<file path="src/rtl/if_fetch_stage.sv">
// Instruction-fetch stage: owns the PC, presents PC/instruction/bubble to IF/ID,
// holds on stall and inserts NOPs after any control transfer until EX resolves it.
module if_fetch_stage #(
    parameter logic [31:0] RESET_PC  = 32'h0000_0000,
    parameter logic [31:0] NOP_INSTR = 32'h0000_0013,
    parameter int          CNT_W     = 16
) (
    input  logic             clk,
    input  logic             reset,
    input  logic             stall,
    output logic [31:0]      iaddr,
    input  logic [31:0]      idata_in,
    input  logic             resolve_valid,
    input  logic             resolve_taken,
    input  logic [31:0]      resolve_target,
    output logic [31:0]      PC_curr_out,
    output logic [31:0]      idata_out,
    output logic             is_nop_out,
    output logic             misalign_err,
    output logic [CNT_W-1:0] bubble_cnt,
    output logic [1:0]       dbg_state
);

    typedef enum logic [1:0] {
        RUN  = 2'd0,
        WAIT = 2'd1,
        HALT = 2'd2
    } state_t;

    localparam logic [6:0] OP_BRANCH = 7'b1100011;
    localparam logic [6:0] OP_JAL    = 7'b1101111;
    localparam logic [6:0] OP_JALR   = 7'b1100111;

    state_t             state_q, state_d;
    logic [31:0]        pc_q, pc_d;
    logic               err_q, err_d;
    logic [CNT_W-1:0]   cnt_q;
    logic               ctrl;
    logic               bubble;

    always_ff @(posedge clk or negedge reset) begin
        if (!reset) begin
            state_q <= RUN;
            pc_q    <= RESET_PC;
            err_q   <= 1'b0;
        end else begin
            state_q <= state_d;
            pc_q    <= pc_d;
            err_q   <= err_d;
        end
    end

    // Counted edges always have reset high, so bubble equals is_nop_out there.
    always_ff @(posedge clk or negedge reset) begin
        if (!reset) begin
            cnt_q <= '0;
        end else if (bubble && (cnt_q != {CNT_W{1'b1}})) begin
            cnt_q <= cnt_q + CNT_W'(1);
        end
    end

    always_comb begin
        ctrl = (idata_in[6:0] == OP_BRANCH) || (idata_in[6:0] == OP_JAL) ||
               (idata_in[6:0] == OP_JALR);
    end

    // resolve_valid is a one-cycle strobe with no ready: it is consumed only
    // in WAIT (stall does not block it) and ignored in RUN and HALT.
    always_comb begin
        state_d = state_q;
        pc_d    = pc_q;
        err_d   = err_q;
        unique case (state_q)
            RUN: begin
                if (!stall) begin
                    pc_d = pc_q + 32'd4;
                    if (ctrl) begin
                        state_d = WAIT;
                    end
                end
            end
            WAIT: begin
                if (resolve_valid) begin
                    if (!resolve_taken) begin
                        state_d = RUN;
                    end else if (resolve_target[1:0] == 2'b00) begin
                        pc_d    = resolve_target;
                        state_d = RUN;
                    end else begin
                        err_d   = 1'b1;
                        state_d = HALT;
                    end
                end
            end
            HALT: begin
                state_d = HALT;
            end
            default: begin
                state_d = HALT;
            end
        endcase
    end

    always_comb begin
        bubble       = (state_q != RUN);
        iaddr        = reset ? pc_q : RESET_PC;
        PC_curr_out  = reset ? pc_q : RESET_PC;
        is_nop_out   = !reset || bubble;
        idata_out    = is_nop_out ? NOP_INSTR : idata_in;
        misalign_err = err_q;
        bubble_cnt   = cnt_q;
        dbg_state    = state_q;
    end

endmodule

</file>
<file path="config.mk">
export PLATFORM = sky130hd
export DESIGN_NAME = if_fetch_stage
export DESIGN_NICKNAME = d
export VERILOG_FILES = /design/src/rtl/if_fetch_stage.sv
export SDC_FILE = /design/constraint.sdc
export NUM_CORES = 1
export LEC_CHECK = 0
export BUFFER_PORTS_ARGS = -buffer_cell sky130_fd_sc_hd__buf_2
export CAP_MARGIN = 20
export CORE_UTILIZATION = 49
export DETAILED_ROUTE_END_ITERATION = 10
export GPL_TIMING_DRIVEN = 0
export PLACE_DENSITY = 0.95
export SLEW_MARGIN = 20
export SYNTH_ARGS = -nofsm -noshare
export SYNTH_HDL_FRONTEND = slang
export SYNTH_SLANG_ARGS = --single-unit
</file>
<file path="constraint.sdc">
create_clock -name clk -period 5.2 [get_ports clk]
set_input_delay 0 -clock clk [delete_from_list [all_inputs] [get_ports clk]]
set_output_delay 0 -clock clk [all_outputs]
set_load 0.02 [all_outputs]
</file>
==> results.yml, run 1 <==
run_status:
  status: "finished with violations"
  violations: "negative hold slack"
placed_design:
  place_congestion: 0.927
  dpl.hpwl_microns: 8380
  dp.cells: 706
  numPortBuffers: 184
floorplanning:
  io_pins: 185
  row_count: 30
  die_h_microns: 86.5
  die_w_microns: 86.5
  core_sq_mm: 0.00683
  die_area_sq_mm: 0.00748
  initial_core_util: 0.512
synth:
  seq_area_frac_synth: 0.365
  synthFlopType: "dfrtp_1"
  synth_edf_count: 0
  synth_async_sr_flop_share: 1.00
  synth_cell_types: 55
  syn_area_per_cell_sq_um: 8.21
  post_synth_instance_area_sq_mm: 0.00350
  netlist_instances: 426
  synth_seq_cells: 51
  synth_warnings: 0
  syn_nets: 497
finish:
  drive_gt1_frac: 0.374
  nFillCells: 563
  final_cells: 729
  antenna_cells: 0
  fin_nets: 703
  final_common_cell: "buf_2"
  layout_common_cells: "buf_2 (187), dfrtp_1 (51), nor2_1 (36)"
  layout.area.seq_sq_mm: 0.00128
  syn2layout_area_growth_pct: 36.8
  multi_input_area_sq_mm: 0.00185
cts:
  cts_setup_buffers: 0
  clock_sinks: 51
  cts_buffers: 5
  clockBufferDepth: 2
  worstSkewPairLatency_ps: 320
  cts_tree: "built"
  clkSlewWorstSetupHoldPaths_ps: 100
  cts_hold_buf: 14
  cts_htree_levels: 2
  ctsRootBufferMaster: "clkbuf_8"
  post_cts_resized: 0
pwr:
  power_leakage_nw: 2.57
  powerDensity_mw_per_mm2: 312
  max-vdd-ir-drop_v: 0.000297
  clock_power_share: 0.163
  p_int_mw: 0.843
  switchingPower_mw: 0.648
  p_sw_frac: 0.435
  p_comb_frac: 0.430
  seq_power_share: 0.407
routing:
  viasPerCell: 5.64
  wl_microns: 11300
  remaining_drc_errors: 0
  route.vias.total: 4110
  post_drt_wl_per_cell_microns: 15.5
  dr.pass1.iters: 5
  ant_nets: 0
  drt_iter0_drc: 407
timing:
  holdWs_ps: -0.797
  finalMaxSlewViolations: 0
  rsz0062_at_grt: "false"
  finalSetupTns_ps: 0
  setup_violations: 0
  clock.fmax_mhz: 426
  slew-limit-headroom: 0.351
  post-route-period-util: 0.452
  hold_viol: 1
  period_needed_ps: 2350
  fin_skew_ps: 14.2
  tightest_slew_ps: 966
grt:
  grt.total_usage: 0.301
  grt_pass1_vias: 3857
  grt_max_degree: 59
  grt_pass1_wl_microns: 17800
  grt_overflow: 0
  antenna_found_initial: 0
setup_path:
  cp.arrival_ps: 2600
  worstPathRequired_ps: 5450
  max_stage_delay_ps: 790
  critical_path.slowest_cell: "nor3_1"
  crit_family: "simple AND/OR/NAND/NOR gates"
  setup.worst_path.end_class: "flop"
  path_class: "flop to flop"
  crit_chain: "buf_2 -> nor3_1 -> o2111ai_1 -> o22ai_1 -> dlygate4sd3_1"
  cp.buffers_inverters: 2
  worstPathMaxFanout: 10
  crit_path_start_kind: "flop"
run:
  drv_cap: 0
worst_hold_path:
  hold_path.class: "input pin to flop"
tightest hold or removal path: cells and delay by family:
family,cells,cell delay (ps)
AOI/OAI and AO/OA,2,200
buffers and inverters,1,80
metal layers:
metal,vias to the layer above,GRT usage,share of wire
met5,-,0,0
met4,0,0.0985,0.022
met2,250,0.542,0.50
met1,1896,0.363,0.39
met3,34,0.0571,0.086
li1,1930,-,-
synth_stat cells (2+ instances only):
cell / count / area share
a31oi_1: 3 / 0.0054
o22a_1: 2 / 0.0050
o21a_1: 2 / 0.0043
dfrtp_1: 51 / 0.37
clkbuf_1: 21 / 0.023
buf_2: 4 / 0.0057
or2_2: 2 / 0.0036
nand3_1: 20 / 0.029
o22ai_1: 10 / 0.018
o32ai_1: 3 / 0.0075
inv_1: 6 / 0.0064
and3b_1: 2 / 0.0050
a311oi_1: 7 / 0.018
o211a_1: 2 / 0.0057
a21oi_1: 29 / 0.042
ha_1: 2 / 0.0072
nand4_1: 10 / 0.018
mux2i_1: 2 / 0.0057
a211oi_1: 3 / 0.0064
nand2b_1: 5 / 0.0089
or3_1: 2 / 0.0036
nor2_1: 36 / 0.039
o21ai_0: 15 / 0.021
xnor2_1: 3 / 0.0075
or4_4: 2 / 0.0064
o31a_1: 2 / 0.0050
buf_4: 32 / 0.069
and3_1: 33 / 0.059
nor3_1: 22 / 0.031
xor2_1: 9 / 0.023
nand2_1: 24 / 0.026
and4_1: 3 / 0.0075
and2_1: 34 / 0.061
a21o_1: 2 / 0.0043
registers in the layout (all words and copies together), names as in the netlist:
| register | count |
|---|---|
| bubble_cnt | 16 |
| pc_q | 32 |
| misalign_err | 1 |
| dbg_state | 2 |
power by group through the flow:
stage | Combinational, mW | Clock (mW) | Sequential [mW]
finish | 0.641 | 0.243 | 0.607
global route | 0.694 | 0.263 | 0.620
CTS | 0.639 | 0.247 | 0.600
detailed placement | 0.626 | 0 | 0.607
global placement | 0.604 | 0 | 0.598
floorplan | 0.410 | 0 | 0.602
final timing paths:
path / startpoint / to / slack, ps / cells past startpoint
worst max-delay path: dbg_state[0] / dbg_state[0] / 2850 / 5
worst min-delay path: resolve_target[7] / pc_q[7] / -0.8 / 3
worst max register to register: dbg_state[0] / dbg_state[0] / 2850 / 5
worst min register to register: misalign_err / misalign_err / 470 / 1
max in group asynchronous: reset / dbg_state[0] / 4420 / 2
min in group asynchronous: reset / pc_q[12] / 280 / 2
cell families (layout without fill, tap and decap cells):
group                    count (synthesis)  in the layout  share of synthesized area
flip-flops                              51             51                      0.365
multiplexers                             3              3                    0.00895
XOR/XNOR                                12             12                     0.0301
AO/OA/AOI/OAI                           86             86                      0.156
adder cells (fa/ha/maj)                  2              2                    0.00716
buffers and inverters                   65            272                      0.106
AND/OR/NAND/NOR                        207            207                      0.327
metrics by stage:
step | cell area, sq um | utilization | power (mW) | worst slack [ps]
floorplan | 3500 | - | 1.01 | 3340
global placement | 4540 | 0.664 | 1.20 | 2910
detailed placement | 4540 | 0.664 | 1.23 | 2900
CTS | 4770 | 0.699 | 1.49 | 2820
global route | 4780 | 0.700 | 1.58 | 2700
finish | 4780 | 0.700 | 1.49 | 2850
layout make-up:
| cell class | instances | share of cell area |
|---|---|---|
| Sequential cell | 51 | 0.267 |
| Multi-Input combinational cell | 310 | 0.387 |
| Buffer | 58 | 0.0717 |
| Inverter | 7 | 0.00549 |
| Timing Repair Buffer | 199 | 0.224 |
| Clock inverter | 3 | 0.00497 |
| Tap cell | 96 | 0.0251 |
| Clock buffer | 5 | 0.0144 |
Power figures use the tool's default switching activity.
==> run 2: changes to the inputs <==
Settings changed: CORE_UTILIZATION 49 to 46, PLACE_DENSITY 0.95 to 0.94.
Clock period 5.2 ns to 2.3 ns, I/O delays scaled along.
==> run 2 against run 1 <==
Compared with the run above: the run now ends clean; sequential power grew 130%; utilization is 3.8 points lower; maximum frequency is 4.2% higher; via count is 0.75% higher; global-route usage down 1.2 points; cell count up 0.82%; clock skew down 4.5 ps; sequential cell count unchanged; power rose by 130%; critical path type unchanged; critical endpoint is now pc_q[22].
==> results.yml, run 2 (synthesized netlist as in run 1, its figures left out) <==
cts:
  clock_sinks: 51
  clockBufferDepth: 2
  worstSkewPairLatency_ps: 320
  cts_buffers: 5
  clkSlewWorstSetupHoldPaths_ps: 110
  ctsRootBufferMaster: "clkbuf_8"
  cts_tree: "built"
  cts_htree_levels: 2
  cts_setup_buffers: 0
finish:
  syn2layout_area_growth_pct: 38.1
  final_cells: 735
  top_register: "pc_q"
  utilization: 0.662
  drive_gt1_frac: 0.376
  layout_common_cells: "buf_2 (187), dfrtp_1 (51), nor2_1 (36)"
  antenna_cells: 0
  fin_nets: 706
  largest_reg_flops: 32
  final_common_cell: "buf_2"
setup_path:
  cp.arrival_ps: 2480
  worstPathMaxFanout: 8
  worstPathRequired_ps: 2530
  crit_path_start_kind: "flop"
  path_class: "flop to flop"
  setup.worst_path.end_class: "flop"
timing:
  post-route-period-util: 0.980
  hold_viol: 0
  tightest_slew_ps: 725
  clock.fmax_mhz: 444
  finalSetupTns_ps: 0
  period_needed_ps: 2250
  finalMaxSlewViolations: 0
  setup_violations: 0
  slew-limit-headroom: 0.516
  setup_ws_ps: 45.4
  rsz0062_at_grt: "true"
  fin_skew_ps: 9.74
pwr:
  powerDensity_mw_per_mm2: 704
  seq_power_share: 0.404
  power_leakage_nw: 2.58
  clock_power_share: 0.169
  power_mw: 3.40
  p_sw_frac: 0.436
  p_comb_frac: 0.427
  switchingPower_mw: 1.48
  p_int_mw: 1.92
  max-vdd-ir-drop_v: 0.000469
grt:
  use_met2: 0.539
  busiest_layer: "met2"
  grt_overflow: 0
  grt_pass1_vias: 3639
  grt_max_degree: 59
  antenna_found_initial: 0
  grt_pass1_wl_microns: 17400
  met1_usage: 0.339
  globalRouteMet3Util: 0.0545
  grt.total_usage: 0.289
routing:
  remaining_drc_errors: 0
  drt_iter0_drc: 288
  dr.pass1.iters: 5
  viasPerCell: 5.63
  wl_microns: 11800
  route.vias.total: 4141
  ant_nets: 0
  post_drt_wl_per_cell_microns: 16.0
placed_design:
  pre_cts_ws_ps: -3.36
  dp.cells: 709
  numPortBuffers: 184
  place_congestion: 0.927
  dpl.hpwl_microns: 8820
floorplanning:
  die_area_sq_mm: 0.00795
  io_pins: 185
  row_count: 31
  die_h_microns: 89.2
  die_w_microns: 89.2
  core_sq_mm: 0.00729
  initial_core_util: 0.479
run_status:
  status: "complete, no violations"
worst_hold_path:
  hold_path.class: "input pin to flop"
run:
  drv_cap: 0
[run 2: repair_timing]
action	CTS	global route
endpoints found under the setup margin	2	7
hold buffers	18	0
gates resized for setup	1	2
hold endpoints to repair	64	0
pin swaps	0	1
[run 2: final cells by class]
cell class                      count  area (sq um)
Timing Repair Buffer              202          1100
Clock buffer                        5          68.8
Multi-Input combinational cell    310          1860
Clock inverter                      3          28.8
Buffer                             58           344
Fill cell                         630          2460
Sequential cell                    51          1280
Tap cell                           99           124
Inverter                            7          26.3
[run 2: metrics by stage]
stage / hold WS [ps] / cell area (sq um)
4_1_cts: 7.43 / 4830
3_3_place_gp: 260 / 4540
2_1_floorplan: -296 / 3500
3_5_place_dp: 104 / 4540
6_report: 9.70 / 4830
5_1_grt: 32.1 / 4830
[run 2: worst max-delay path: stages, from the launching register on]
cell      delay, ps
dfrtp_1         530
and4_2          260
clkbuf_1        300
nand3_1         310
nor2_1          360
a311oi_1        150
a211oi_1        250
[run 2: final timing paths]
check	start	endpoint	slack, ps	depth (start not counted)
worst max register to register	pc_q[10]	pc_q[22]	50	6
max in group asynchronous	reset	misalign_err	1540	2
min in group asynchronous	reset	pc_q[13]	280	2
worst max-delay path	pc_q[10]	pc_q[22]	50	6
worst min register to register	misalign_err	misalign_err	470	1
worst min-delay path	resolve_target[5]	pc_q[5]	10	3
[run 2: layer usage]
metal | wire length, microns | vias up | share of wire
li1 | - | 1924 | -
met1 | 4510 | 1951 | 0.38
met3 | 981 | 19 | 0.083
met4 | 142 | 0 | 0.012
met5 | 0 | - | 0
met2 | 6160 | 247 | 0.52
[run 2: power groups by stage]
stage	registers (mW)	logic [mW]	clock network, mW
global placement	1.36	1.37	0
global route	1.40	1.58	0.615
CTS	1.36	1.44	0.578
detailed placement	1.37	1.42	0
finish	1.37	1.45	0.574
floorplan	1.36	0.927	0
==> run 3: changes to the inputs <==
Settings changed: HOLD_SLACK_MARGIN set to 0.12, SLEW_MARGIN 20 to unset.
==> run 3 against run 2 <==
Compared with the run above: setup slack gained 52 ps; register-to-register slack gained 50 ps; utilization grew 2.6 points; highest routed layer unchanged.
==> results.yml, run 3 (synthesized netlist as in run 1, its figures left out) <==
routing:
  post_drt_wl_per_cell_microns: 16.4
  ant_nets: 0
  drt_iter0_drc: 277
  dr.pass1.iters: 5
  viasPerCell: 5.64
  remaining_drc_errors: 0
  wl_microns: 12300
  route.vias.total: 4248
setup_path:
  setup.worst_path.end_class: "flop"
  critical_path.slowest_cell: "dfrtp_1"
  cp.arrival_ps: 2390
  cp.buffers_inverters: 1
  reg2reg_slack_ps: 100
  r2r-start: "pc_q[14]"
  worstPathMaxFanout: 9
  path_class: "flop to flop"
  crit_chain: "nand4_1 -> or2_2 -> clkbuf_1 -> nor3_1 -> a311oi_1 -> a311oi_1"
  path_depth: 6
  crit_path_start_kind: "flop"
  worstPathRequired_ps: 2490
  r2r_cells: 6
  crit_family: "simple AND/OR/NAND/NOR gates"
  max_stage_delay_ps: 470
  crit_path_frequent_cell: "a311oi_1"
  r2r-end: "pc_q[23]"
timing:
  period_needed_ps: 2200
  fin_skew_ps: 6.69
  slew-limit-headroom: 0.574
  post-route-period-util: 0.958
  finalSetupTns_ps: 0
  finalMaxSlewViolations: 0
  tightest_slew_ps: 636
  holdWs_ps: 153
  hold_viol: 0
  clock.fmax_mhz: 454
  setup_violations: 0
  rsz0062_at_grt: "false"
grt:
  grt_pass1_wl_microns: 18800
  grt_max_degree: 42
  grt.total_usage: 0.312
  antenna_found_initial: 0
  grt_pass1_vias: 3927
  grt_overflow: 0
placed_design:
  numPortBuffers: 184
  dp.cells: 710
  place_congestion: 0.927
  dpl.hpwl_microns: 8930
  dpl_cell_area_sq_mm: 0.00456
floorplanning:
  die_h_microns: 89.2
  core_sq_mm: 0.00729
  die_area_sq_mm: 0.00795
  initial_core_util: 0.479
  row_count: 31
  die_w_microns: 89.2
  io_pins: 185
run_status:
  status: "complete, no violations"
cts:
  ctsRootBufferMaster: "clkbuf_8"
  worstSkewPairLatency_ps: 310
  cts_buffers: 5
  clock_sinks: 51
  cts_setup_buffers: 0
  clockBufferDepth: 2
  clkSlewWorstSetupHoldPaths_ps: 110
  cts_tree: "built"
  cts_htree_levels: 2
pwr:
  p_sw_frac: 0.436
  powerDensity_mw_per_mm2: 685
  p_comb_frac: 0.433
  seq_power_share: 0.399
  power_leakage_nw: 2.67
  max-vdd-ir-drop_v: 0.000463
  switchingPower_mw: 1.50
  p_int_mw: 1.94
  clock_power_share: 0.168
finish:
  top_register: "pc_q"
  final_cells: 753
  layout_common_cells: "buf_2 (188), dfrtp_1 (51), nor2_1 (35), dlygate4sd3_1 (35), and2_1 (34)"
  largest_reg_flops: 32
  syn2layout_area_growth_pct: 43.6
  final_area_sq_mm: 0.00502
  utilization: 0.688
  fin_nets: 724
  final_common_cell: "buf_2"
  antenna_cells: 0
  drive_gt1_frac: 0.372
worst_hold_path:
  hold_path.class: "input pin to asynchronous set/reset pin"
run:
  drv_cap: 0
## run 3: changes by cell type in the layout (fill, tap and decap cells not counted), sizes merged
| cell | change |
|---|---|
| clkinvlp | +1 |
| clkinv | -2 |
| inv | +1 |
| buf | +1 |
| dlygate4sd3 | +17 |
## run 3: what timing repair did
action                                  4_1_cts  5_1_grt
endpoints found under the setup margin        3        7
gates resized for setup                       1        7
pin swaps                                     0        1
hold endpoints to repair                     84        0
hold buffers                                 35        0
## run 3: power by group through the flow
stage | Combinational (mW) | Sequential [mW] | Clock (mW)
4_1_cts | 1.47 | 1.36 | 0.587
6_report | 1.49 | 1.37 | 0.577
3_3_place_gp | 1.37 | 1.36 | 0
2_1_floorplan | 0.927 | 1.36 | 0
3_5_place_dp | 1.42 | 1.38 | 0
5_1_grt | 1.62 | 1.41 | 0.623
## run 3: per-stage QoR
step	setup slack, ps	power (mW)
5_1_grt	6.61	3.65
6_report	97.4	3.44
2_1_floorplan	438	2.29
3_3_place_gp	-47.6	2.73
3_5_place_dp	-35.7	2.80
4_1_cts	48.4	3.42
## run 3: worst register-to-register path: stages, from the launching register on
cell	delay [ps]
dfrtp_1	470
nand4_1	280
or2_2	360
clkbuf_1	240
nor3_1	260
a311oi_1	130
a311oi_1	340
## run 3: worst max-delay path by stage
stage	startpoint	to	slack [ps]
final	pc_q[14]	pc_q[23]	100
after global routing	dbg_state[0]	pc_q[10]	7
after CTS	dbg_state[1]	dbg_state[0]	50
after detailed placement	dbg_state[0]	pc_q[29]	-40
after global placement	dbg_state[0]	pc_q[25]	-50
after floorplan	dbg_state[0]	pc_q[14]	440
## run 3: layer usage
layer	track usage	part of all wire	vias up
li1	-	-	1962
met1	0.363	0.38	1989
met2	0.561	0.52	261
met3	0.0656	0.082	36
met4	0.121	0.023	0
met5	0	0	-
## run 3: layout make-up
| class | instances | area [sq um] |
|---|---|---|
| fill | 630 | 2270 |
| timing repair buffer | 220 | 1290 |
| clock buffer | 5 | 68.8 |
| multi-input combinational | 310 | 1860 |
| sequential | 51 | 1280 |
| buffer | 58 | 347 |
| inverter | 7 | 26.3 |
| clock inverter | 3 | 27.5 |
| tap | 99 | 124 |
